===== config.mk =====
export PLATFORM = sky130hd
export DESIGN_NAME = struct_demux16
export DESIGN_NICKNAME = d
export VERILOG_FILES = /design/src/rtl/demux16_pkg.sv /design/src/rtl/struct_demux16_dec4to16.sv /design/src/rtl/struct_demux16.sv
export SDC_FILE = /design/constraint.sdc
export NUM_CORES = 1
export LEC_CHECK = 0
export CORE_MARGIN = 1.5
export CORE_UTILIZATION = 25
export DETAILED_ROUTE_END_ITERATION = 8
export PLACE_DENSITY = 0.57
export SLEW_MARGIN = 15
export SYNTH_ARGS = -nofsm -noshare
export SYNTH_HDL_FRONTEND = slang
export SYNTH_HIERARCHICAL = 1
export SYNTH_SLANG_ARGS = --single-unit

===== constraint.sdc =====
create_clock -name clk -period 6.1 [get_ports clk]
set_input_delay 1.22 -clock clk [delete_from_list [all_inputs] [get_ports clk]]
set_output_delay 1.22 -clock clk [all_outputs]
set_load 0.02 [all_outputs]

===== src/rtl/demux16_pkg.sv =====
// Shared constants and helpers for the 16-channel demultiplexer/loader.
//   NCHAN     : number of channels
//   ADDRW     : width of the binary channel address
//   OCCW      : width of the occupancy count (0..16)
//   onehot16  : binary address to one-hot vector
//   popcount16: number of set bits in a 16-bit vector
package demux16_pkg;

    localparam int NCHAN = 16;
    localparam int ADDRW = 4;
    localparam int OCCW  = 5;

    function automatic logic [NCHAN-1:0] onehot16(input logic [ADDRW-1:0] addr);
        logic [NCHAN-1:0] oh;
        oh = '0;
        oh[addr] = 1'b1;
        return oh;
    endfunction

    function automatic logic [OCCW-1:0] popcount16(input logic [NCHAN-1:0] v);
        logic [OCCW-1:0] cnt;
        cnt = '0;
        for (int i = 0; i < NCHAN; i++) begin
            cnt = cnt + OCCW'(v[i]);
        end
        return cnt;
    endfunction

endpackage


===== src/rtl/struct_demux16_dec4to16.sv =====
// Combinational binary-to-one-hot decoder.
//   addr_i   : 4-bit binary channel address
//   en_i     : when low, the output is all zeros
//   onehot_o : one-hot decode of addr_i, gated by en_i (used as write enables)
module dec4to16
    import demux16_pkg::*;
(
    input  logic [ADDRW-1:0] addr_i,
    input  logic             en_i,
    output logic [NCHAN-1:0] onehot_o
);

    always_comb begin
        onehot_o = '0;
        if (en_i) begin
            onehot_o = onehot16(addr_i);
        end
    end

endmodule


===== src/rtl/struct_demux16.sv =====
// 16-channel registered demultiplexer/loader.
// Accepts one word per cycle under valid/ready, stores it in the addressed
// channel's holding register and marks that channel loaded until consumed.
//   clk, rst  : clock, synchronous active-high reset
//   in_valid  : producer offers in_data/in_addr
//   in_ready  : target channel is free and no flush/reset is in progress
//   in_data   : word to load
//   in_addr   : binary target channel
//   consume   : per-channel acknowledge from downstream, clears loaded[i]
//   clear     : flush all loaded flags and select (channel contents kept)
//   channels  : holding registers, one per channel
//   select    : one-cycle one-hot pulse of the channel written last edge
//   loaded    : channel holds an unconsumed word
//   occupancy : number of loaded channels
//   full      : all 16 channels loaded
module struct_demux16
    import demux16_pkg::*;
#(
    parameter int CHANSIZE = 2
) (
    input  logic                            clk,
    input  logic                            rst,
    input  logic                            in_valid,
    output logic                            in_ready,
    input  logic [CHANSIZE-1:0]             in_data,
    input  logic [ADDRW-1:0]                in_addr,
    input  logic [NCHAN-1:0]                consume,
    input  logic                            clear,
    output logic [NCHAN-1:0][CHANSIZE-1:0]  channels,
    output logic [NCHAN-1:0]                select,
    output logic [NCHAN-1:0]                loaded,
    output logic [OCCW-1:0]                 occupancy,
    output logic                            full
);

    logic [NCHAN-1:0][CHANSIZE-1:0] channels_q;
    logic [NCHAN-1:0]               select_q, select_d;
    logic [NCHAN-1:0]               loaded_q, loaded_d;
    logic [OCCW-1:0]                occ_q, occ_d;
    logic                           full_q, full_d;

    logic                           accept;
    logic [NCHAN-1:0]               we;

    // A loaded channel is never overwritten; full implies every channel is
    // loaded, so this also blocks all writes when full.
    assign in_ready = ~loaded_q[in_addr] & ~clear & ~rst;
    assign accept   = in_valid & in_ready;

    dec4to16 u_dec (
        .addr_i   (in_addr),
        .en_i     (accept),
        .onehot_o (we)
    );

    always_comb begin
        select_d = we;
        loaded_d = (loaded_q & ~consume) | we;
        // Only consumes of actually loaded channels reduce the count.
        occ_d    = occ_q + OCCW'(accept) - popcount16(consume & loaded_q);
        if (clear) begin
            select_d = '0;
            loaded_d = '0;
            occ_d    = '0;
        end
        full_d = (occ_d == OCCW'(NCHAN));
    end

    always_ff @(posedge clk) begin
        if (rst) begin
            channels_q <= '0;
            select_q   <= '0;
            loaded_q   <= '0;
            occ_q      <= '0;
            full_q     <= 1'b0;
        end else begin
            for (int i = 0; i < NCHAN; i++) begin
                if (we[i]) begin
                    channels_q[i] <= in_data;
                end
            end
            select_q <= select_d;
            loaded_q <= loaded_d;
            occ_q    <= occ_d;
            full_q   <= full_d;
        end
    end

    assign channels  = channels_q;
    assign select    = select_q;
    assign loaded    = loaded_q;
    assign occupancy = occ_q;
    assign full      = full_q;

endmodule


==> reports/results.md, run 1 <==
| Quantity | Reported |
|---|---|
| Y dimension of the die | 117 microns |
| Setup repair after global routing missed its margin | no |
| Post-synthesis instance area | 3220 sq um |
| Worst min-delay path class | flip-flop to flip-flop |
| Net switching power | 310 uW |
| Max H-tree Level | 3 |
| Net Sw Frac | 0.243 |
| Portion of the clock cycle consumed by the worst path in the final layout | 0.924 |
| End point of the critical path | full |
| Synthesized area divided by synthesized cell count | 9.83 sq um |
| Least-Margin Pin Slew | 1.03 ns |
| Number of DRC markers after the initial detailed-route iteration | 87 |
| Tmin final | 5.64 ns |
| TritonCTS clock tree | built |
| R2r endpoint | full |
| Clock root buffer master | clkbuf_16 |
| Data required time of the worst path | 6.36 ns |
| Count of cells resized by post-cts repair | 0 |
| Part of the total power dissipated in combinational logic | 0.187 |
| Post-layout nets | 485 |
| Number of remaining DRC errors | 0 |
| Number of synthesized register bits | 70 |
| Clock latency on the worst-skew pair | 0.33 ns |
| Congestion Overflow GR | 0 |
| TritonCTS Buffers | 9 |
| Internal power | 969 uW |
| Number of unique standard cell types used by synthesis | 29 |
| Fin Setup TNS | 0 ns |
| Number of flops mapped to enable cells by yosys | 0 |
| Postcts setup bufs | 0 |
| Stage delay of the slowest cell on the critical path | 0.59 ns |
| Endpoint type of the worst setup path | flip-flop |
| Via count of the first global-routing pass | 2628 |
| Global placement routability congestion | 0.842 |
| GRT Util Overall | 0.141 |
| Largest fanout on the critical path | 12 |
| Type of the setup path with the least slack | input port to flip-flop |
| Number of antenna violations at the first check in global routing | 0 |
| Endpoint arrival time on the critical path | 5.89 ns |
| Ordered cell list for the critical path | clkdlybuf4s50_1 -> buf_12 -> mux2i_1 -> mux4_2 -> a32oi_1 -> fa_1 -> fa_1 -> inv_1 -> fa_1 -> inv_1 -> fa_1 -> inv_1 -> ha_1 -> ha_1 -> inv_1 -> fa_1 -> or4b_2 -> nor3_1 |
| Pwr/cell area | 270 nW/um^2 |
| VDD IR max | 0.116 mV |
| Design Area, Final | 4730 sq um |
| Synthesized instance count | 328 |
| Kind of start point of the critical path | input port |
| Final hold violation count | 0 |
| Initial core utilization | 0.256 |
| Detailed-placement wirelength estimate | 6830 microns |
| Boundary pin count | 97 |
| Clock Sinks | 70 |
| Area growth, synth to finish | 46.8% |
| Total power consumption of the routed design | 1280 uW |
| Antenna Cells | 0 |
| Minimum setup slack among reg-to-reg paths | 1.55 ns |
| Largest delay share family, worst path | adder cells |
| Dpl cell area | 4410 sq um |
| Net Count, Synth | 383 |
| Buf/Inv on CP | 6 |
| Routed WL | 8900 microns |
| Total number of vias | 2501 |
| Cell mode on critical path | fa_1 |
| Stages on the worst setup path | 18 |
| Hold-fix buffer count after cts | 0 |
| Number of max-slew violations in the final report | 0 |
| Crit path max-delay cell type | or4b_2 |
| Part of the power in the clock network | 0.444 |
| Max transition margin | 0.307 |
| Wire per inst | 14.7 microns |
| Fraction of final layout cells sized beyond drive strength 1 | 0.0644 |
| Worst hold start | channels[26] |
| Setup Viol. Count Final | 0 |
| Max-cap check violation count | 0 |
| Register area share after synthesis | 0.435 |
| Post-place setup slack | 0.0837 ns |
| Number of buffers on the longest clock path | 2 |
| Pin count of the biggest net entering global routing | 34 |
| Number of placement rows | 41 |
| Beginning of the critical path | in_addr[2] |
| Leakage power figure | 0.00182 uW |
| Core utilization of the finished layout | 0.375 |
| Number of buffer cells added on primary ports | 96 |
| FF-to-FF Start | loaded[1] |
| Final WS setup | 0.461 ns |
| Vias per std cell | 4.12 |
| Asr flop ratio synth | 0 |
| Worst-case clock skew | 0.00399 ns |
| Clock transition at the registers of the reported paths | 0.06 ns |
| Primary flip-flop cell chosen by synthesis mapping | dfxtp_1 |
| Overall die area | 13600 sq um |
| Initial DRT Pass Iterations | 4 |
| Length in cells of the worst reg-to-reg path | 15 |
| Syn. warnings | 6 |
| Global-route wire length before repair | 14000 microns |
| Maximum clock rate | 177 MHz |
| Antenna viol nets, final | 0 |
| CORE AREA | 12600 sq um |
| Status | complete, no violations |
| Die Wd | 117 microns |
| Flop pwr share | 0.369 |
-- synth_stat cells (2+ instances only) --
| cell type | count | area share |
|---|---|---|
| mux4_2 | 2 | 0.014 |
| mux2i_1 | 40 | 0.12 |
| nand2b_1 | 2 | 0.0039 |
| inv_1 | 37 | 0.043 |
| a21oi_1 | 16 | 0.025 |
| clkbuf_1 | 8 | 0.0093 |
| fa_1 | 14 | 0.087 |
| and2_1 | 27 | 0.052 |
| dfxtp_1 | 70 | 0.43 |
| xnor2_1 | 2 | 0.0054 |
| ha_1 | 15 | 0.058 |
| xnor3_1 | 2 | 0.014 |
| nor3_1 | 4 | 0.0062 |
| nand2_1 | 10 | 0.012 |
| nor2_1 | 64 | 0.075 |
| nand3b_1 | 2 | 0.0047 |
-- layout by cell type, fill, tap and decap left out, types with 2 or more instances in the layout --
cell type	count
nor2_1	64
a21oi_1	16
buf_4	5
ha_1	15
xnor2_1	2
inv_1	37
and2_1	27
nand2_1	10
bufinv_16	2
dfxtp_1	70
mux4_2	2
fa_1	14
clkdlybuf4s50_1	96
nand2b_1	2
nor3_1	4
clkinv_4	2
mux2i_1	40
clkbuf_16	9
nand3b_1	2
xnor3_1	2
-- worst min-delay path by stage --
stage	to	slack (ns)	cells after the start
finish	channels[26]	0.50	2
CTS	channels[26]	0.51	2
global placement	channels[31]	0.48	2
global route	channels[17]	0.53	2
floorplan	channels[2]	0.58	2
detailed placement	channels[12]	0.48	2
-- cell families (layout without fill, tap and decap cells) --
group,Yosys count,in the layout,share of synthesized area
AO/OA/AOI/OAI,19,19,0.0338
XOR/XNOR,4,4,0.0194
adder cells (fa/ha/maj),29,29,0.145
buffers and inverters,48,155,0.0586
flip-flops,70,70,0.435
multiplexers,42,42,0.138
AND/OR/NAND/NOR,116,116,0.170
-- sequential cells by signal, indices dropped and copies added (netlist names) --
register   cells
channels      32
full           1
loaded        16
occupancy      5
select        16
-- layer usage --
| metal | up-vias | track usage | routed length [microns] |
|---|---|---|---|
| met3 | 10 | 0.0638 | 622 |
| met2 | 66 | 0.231 | 4290 |
| met4 | 0 | 0.0458 | 112 |
| li1 | 1253 | - | - |
| met5 | - | 0 | 0 |
| met1 | 1172 | 0.166 | 3870 |
-- worst min-delay path, delay by kind of cell (launching register included) --
family           cells  cell delay [ns]
multiplexers         1             0.07
flip-flops           1             0.33
AND/OR/NAND/NOR      1             0.07
-- per-stage QoR --
step	std cells	hold WS, ns
3_3_place_gp	591	0.477
5_1_grt	607	0.532
4_1_cts	607	0.506
2_1_floorplan	328	0.583
6_report	607	0.498
3_5_place_dp	591	0.484
-- power groups by stage --
stage                     combinational (uW)  sequential, uW  clock [uW]
final                                    240             472         568
after global routing                     274             473         608
after CTS                                243             473         581
after detailed placement                 242             483           0
after global placement                   235             482           0
after floorplan                          157             492           0
-- cell type report --
cell class,count,area [sq um]
clock buffers,11,243
clock inverters,5,82.6
fillers,1318,7890
inverters,37,139
multi-input cells,210,1630
flip-flops and latches,70,1400
well taps,172,215
repair buffers,102,1020
Power figures use the tool's default switching activity.
==> run 2, diff against run 1 <==
ABC_AREA = 1   (was unset)
==> run 2 against run 1 <==
Net effect: area after synthesis is 2.6% higher; hold slack worse by 0.034 ns; worst setup slack better by 0.14 ns; via count grew 18%; sequential cell count did not move; first-iteration DRC count increased by 9.2%; core utilization shrank 0.29 points; clock-buffer cell count down 1; critical path type unchanged; largest power group unchanged.
==> reports/results.md, run 2 <==
| Quantity | Reported |
|---|---|
| Status | complete, no violations |
| Boundary pin count | 97 |
| Die Wd | 118 microns |
| Clock root buffer master | clkbuf_16 |
| Post-layout nets | 593 |
| Global-route wire length before repair | 15400 microns |
| Largest fanout on the critical path | 18 |
| Total number of vias | 2956 |
| Number of unique standard cell types used by synthesis | 20 |
| Number of flops mapped to enable cells by yosys | 0 |
| Initial core utilization | 0.259 |
| Pwr/cell area | 272 nW/um^2 |
| Number of buffer cells added on primary ports | 96 |
| Minimum setup slack among reg-to-reg paths | 1.83 ns |
| Syn. warnings | 6 |
| Hold-critical path endpoint | channels[20] |
| Data required time of the worst path | 6.33 ns |
| Number of antenna violations at the first check in global routing | 0 |
| Portion of the clock cycle consumed by the worst path in the final layout | 0.901 |
| Most used standard cells in the synthesized netlist | nand2_1, nor2_1, inv_1, dfxtp_1, a21oi_1 |
| Worst-case clock skew | 0.00610 ns |
| Part of the total power dissipated in combinational logic | 0.192 |
| Internal power | 942 uW |
| Vias per std cell | 4.13 |
| Endpoint type of the worst setup path | flip-flop |
| Most used cells in the layout excluding fill and tap cells | nand2_1, clkdlybuf4s50_1, nor2_1, inv_1, dfxtp_1 |
| Antenna Cells | 0 |
| Clock transition at the registers of the reported paths | 0.05 ns |
| Clock latency on the worst-skew pair | 0.35 ns |
| Count of cells resized by post-cts repair | 0 |
| Number of DRC markers after the initial detailed-route iteration | 95 |
| Global placement routability congestion | 0.817 |
| Detailed-placement wirelength estimate | 7280 microns |
| Proportion of synthesized area in mux cells | 0 |
| Postcts setup bufs | 0 |
| Simple-Gate Fraction of Synth Area | 0.259 |
| Post-place setup slack | 0.247 ns |
| Fin Setup TNS | 0 ns |
| Max-cap check violation count | 0 |
| Endpoint arrival time on the critical path | 5.73 ns |
| Least-Margin Pin Slew | 0.739 ns |
| TritonCTS clock tree | built |
| Setup repair after global routing missed its margin | no |
| TritonCTS Buffers | 9 |
| Hold_ws | 0.464 ns |
| Length in cells of the worst reg-to-reg path | 20 |
| Combinational family with the most area after synthesis | simple AND/OR/NAND/NOR gates |
| Initial DRT Pass Iterations | 4 |
| Synthesized-area fraction occupied by xor and xnor cells | 0.00794 |
| R2r endpoint | occupancy[4] |
| Largest area contributor in the synthesized netlist | dfxtp_1 |
| Overall die area | 13900 sq um |
| Final hold violation count | 0 |
| Net Sw Frac | 0.272 |
| Leakage power figure | 0.00184 uW |
| Most common library cell in the layout ignoring fill and taps | nand2_1 |
| Hold-fix buffer count after cts | 0 |
| Compound-Gate Fraction of Synth Area | 0.0605 |
| Worst hold start | channels[20] |
| Min-Delay Path Depth | 2 |
| Maximum clock rate | 182 MHz |
| Area share of fa/ha/maj cells after synthesis | 0.141 |
| Beginning of the critical path | in_addr[0] |
| Register area share after synthesis | 0.423 |
| VDD IR max | 0.171 mV |
| Number of placement rows | 41 |
| Area growth, synth to finish | 43.7% |
| Type of the setup path with the least slack | input port to flip-flop |
| Congestion Overflow GR | 0 |
| Post-synth top area share | 0.423 |
| Primary flip-flop cell chosen by synthesis mapping | dfxtp_1 |
| Flop pwr share | 0.368 |
| Number of buffers on the longest clock path | 2 |
| Max FFs per register | 32 |
| Y dimension of the die | 118 microns |
| Number of remaining DRC errors | 0 |
| Net Count, Synth | 497 |
| Synthesized area divided by synthesized cell count | 7.49 sq um |
| Setup Viol. Count Final | 0 |
| Antenna viol nets, final | 0 |
| Max transition margin | 0.507 |
| Cells taking the most area after synthesis | dfxtp_1, nand2_1, fa_1, nor2_1, inv_1 |
| Max H-tree Level | 3 |
| Number of max-slew violations in the final report | 0 |
| Via count of the first global-routing pass | 3082 |
| Pin count of the biggest net entering global routing | 37 |
| Net switching power | 353 uW |
| Tmin final | 5.50 ns |
| Kind of start point of the critical path | input port |
| Clock Sinks | 70 |
| Wire per inst | 13.3 microns |
| Synthesized instance count | 442 |
| Part of the power in the clock network | 0.441 |
| Dominant cell by count in the synthesized netlist | nand2_1 |
| FF-to-FF Start | loaded[1] |
| GRT Util Overall | 0.145 |
| CORE AREA | 12800 sq um |
| Asr flop ratio synth | 0 |
| Worst min-delay path class | flip-flop to flip-flop |
| Post-synthesis instance area | 3310 sq um |
| Routed WL | 9490 microns |
| Final WS setup | 0.604 ns |
| Fraction of final layout cells sized beyond drive strength 1 | 0.0571 |
| Number of synthesized register bits | 70 |
[run 2: cell types whose count changed in the layout (fill, tap and decap cells not counted), moves of 4 or more]
cell	delta
a21oi_1	+20
buf_4	-4
and2_1	-27
nand3_1	+10
nand2_1	+105
mux2i_1	-40
nand3_2	+5
nor2_1	+10
o21ai_1	+4
inv_2	+7
inv_1	+34
[run 2: metrics by stage]
| stage | utilization | area, sq um | total power [uW] | instances |
|---|---|---|---|---|
| after global routing | 0.372 | 4750 | 1370 | 715 |
| after global placement | 0.347 | 4430 | 725 | 699 |
| after CTS | 0.372 | 4750 | 1310 | 715 |
| after floorplan | - | 3310 | 656 | 442 |
| after detailed placement | 0.347 | 4430 | 736 | 699 |
| final | 0.372 | 4750 | 1290 | 715 |
[run 2: cell families (layout without fill, tap and decap cells)]
logic type,count (synthesis),count (layout)
and+or+nand+nor,210,210
buffers and inverters,90,191
DFF,70,70
AOI/OAI and AO/OA,40,40
adders and majority gates,29,29
xor gates and xnor gates,3,3
[run 2: power groups by stage]
stage	sequential, uW	combinational [uW]	clock (uW)
6_report	476	248	571
5_1_grt	477	289	601
4_1_cts	476	251	585
3_5_place_dp	486	250	0
3_3_place_gp	486	239	0
2_1_floorplan	497	160	0
[run 2: area by class of cell]
cell class | instances | area, sq um
fillers | 1331 | 8020
flip-flops and latches | 70 | 1400
repair buffers | 97 | 968
clock inverters | 6 | 85.1
clock buffers | 10 | 239
multi-input cells | 282 | 1550
well taps | 172 | 215
inverters | 78 | 293
[run 2: metal layers]
metal | track usage | vias to the layer above | routed length (microns)
met5 | 0 | - | 0
met4 | 0.0793 | 0 | 259
met3 | 0.0436 | 16 | 525
met2 | 0.233 | 69 | 4450
met1 | 0.172 | 1357 | 4260
li1 | - | 1514 | -
[run 2: worst max path at each step]
stage,end,slack [ns],depth (start not counted)
after floorplan,full,1.14,17
final,occupancy[4],0.60,24
after CTS,occupancy[4],0.61,24
after global placement,full,0.40,24
after detailed placement,occupancy[4],0.25,24
after global routing,full,0.24,25
[run 2: critical path, cell delays in order]
cell and delay [ns]:
clkdlybuf4s50_1 0.72, inv_1 0.25, nand2_1 0.07, nand3_1 0.09
nand3_2 0.08, nand3_2 0.09, nand4_1 0.12, fa_1 0.42
fa_1 0.36, inv_1 0.07, fa_1 0.40, inv_1 0.08
fa_1 0.40, inv_1 0.06, ha_1 0.13, ha_1 0.13
inv_1 0.04, fa_1 0.37, xnor2_1 0.19, inv_1 0.06
nand2_1 0.05, nand2_1 0.07, nor2_1 0.16, nor2_1 0.07
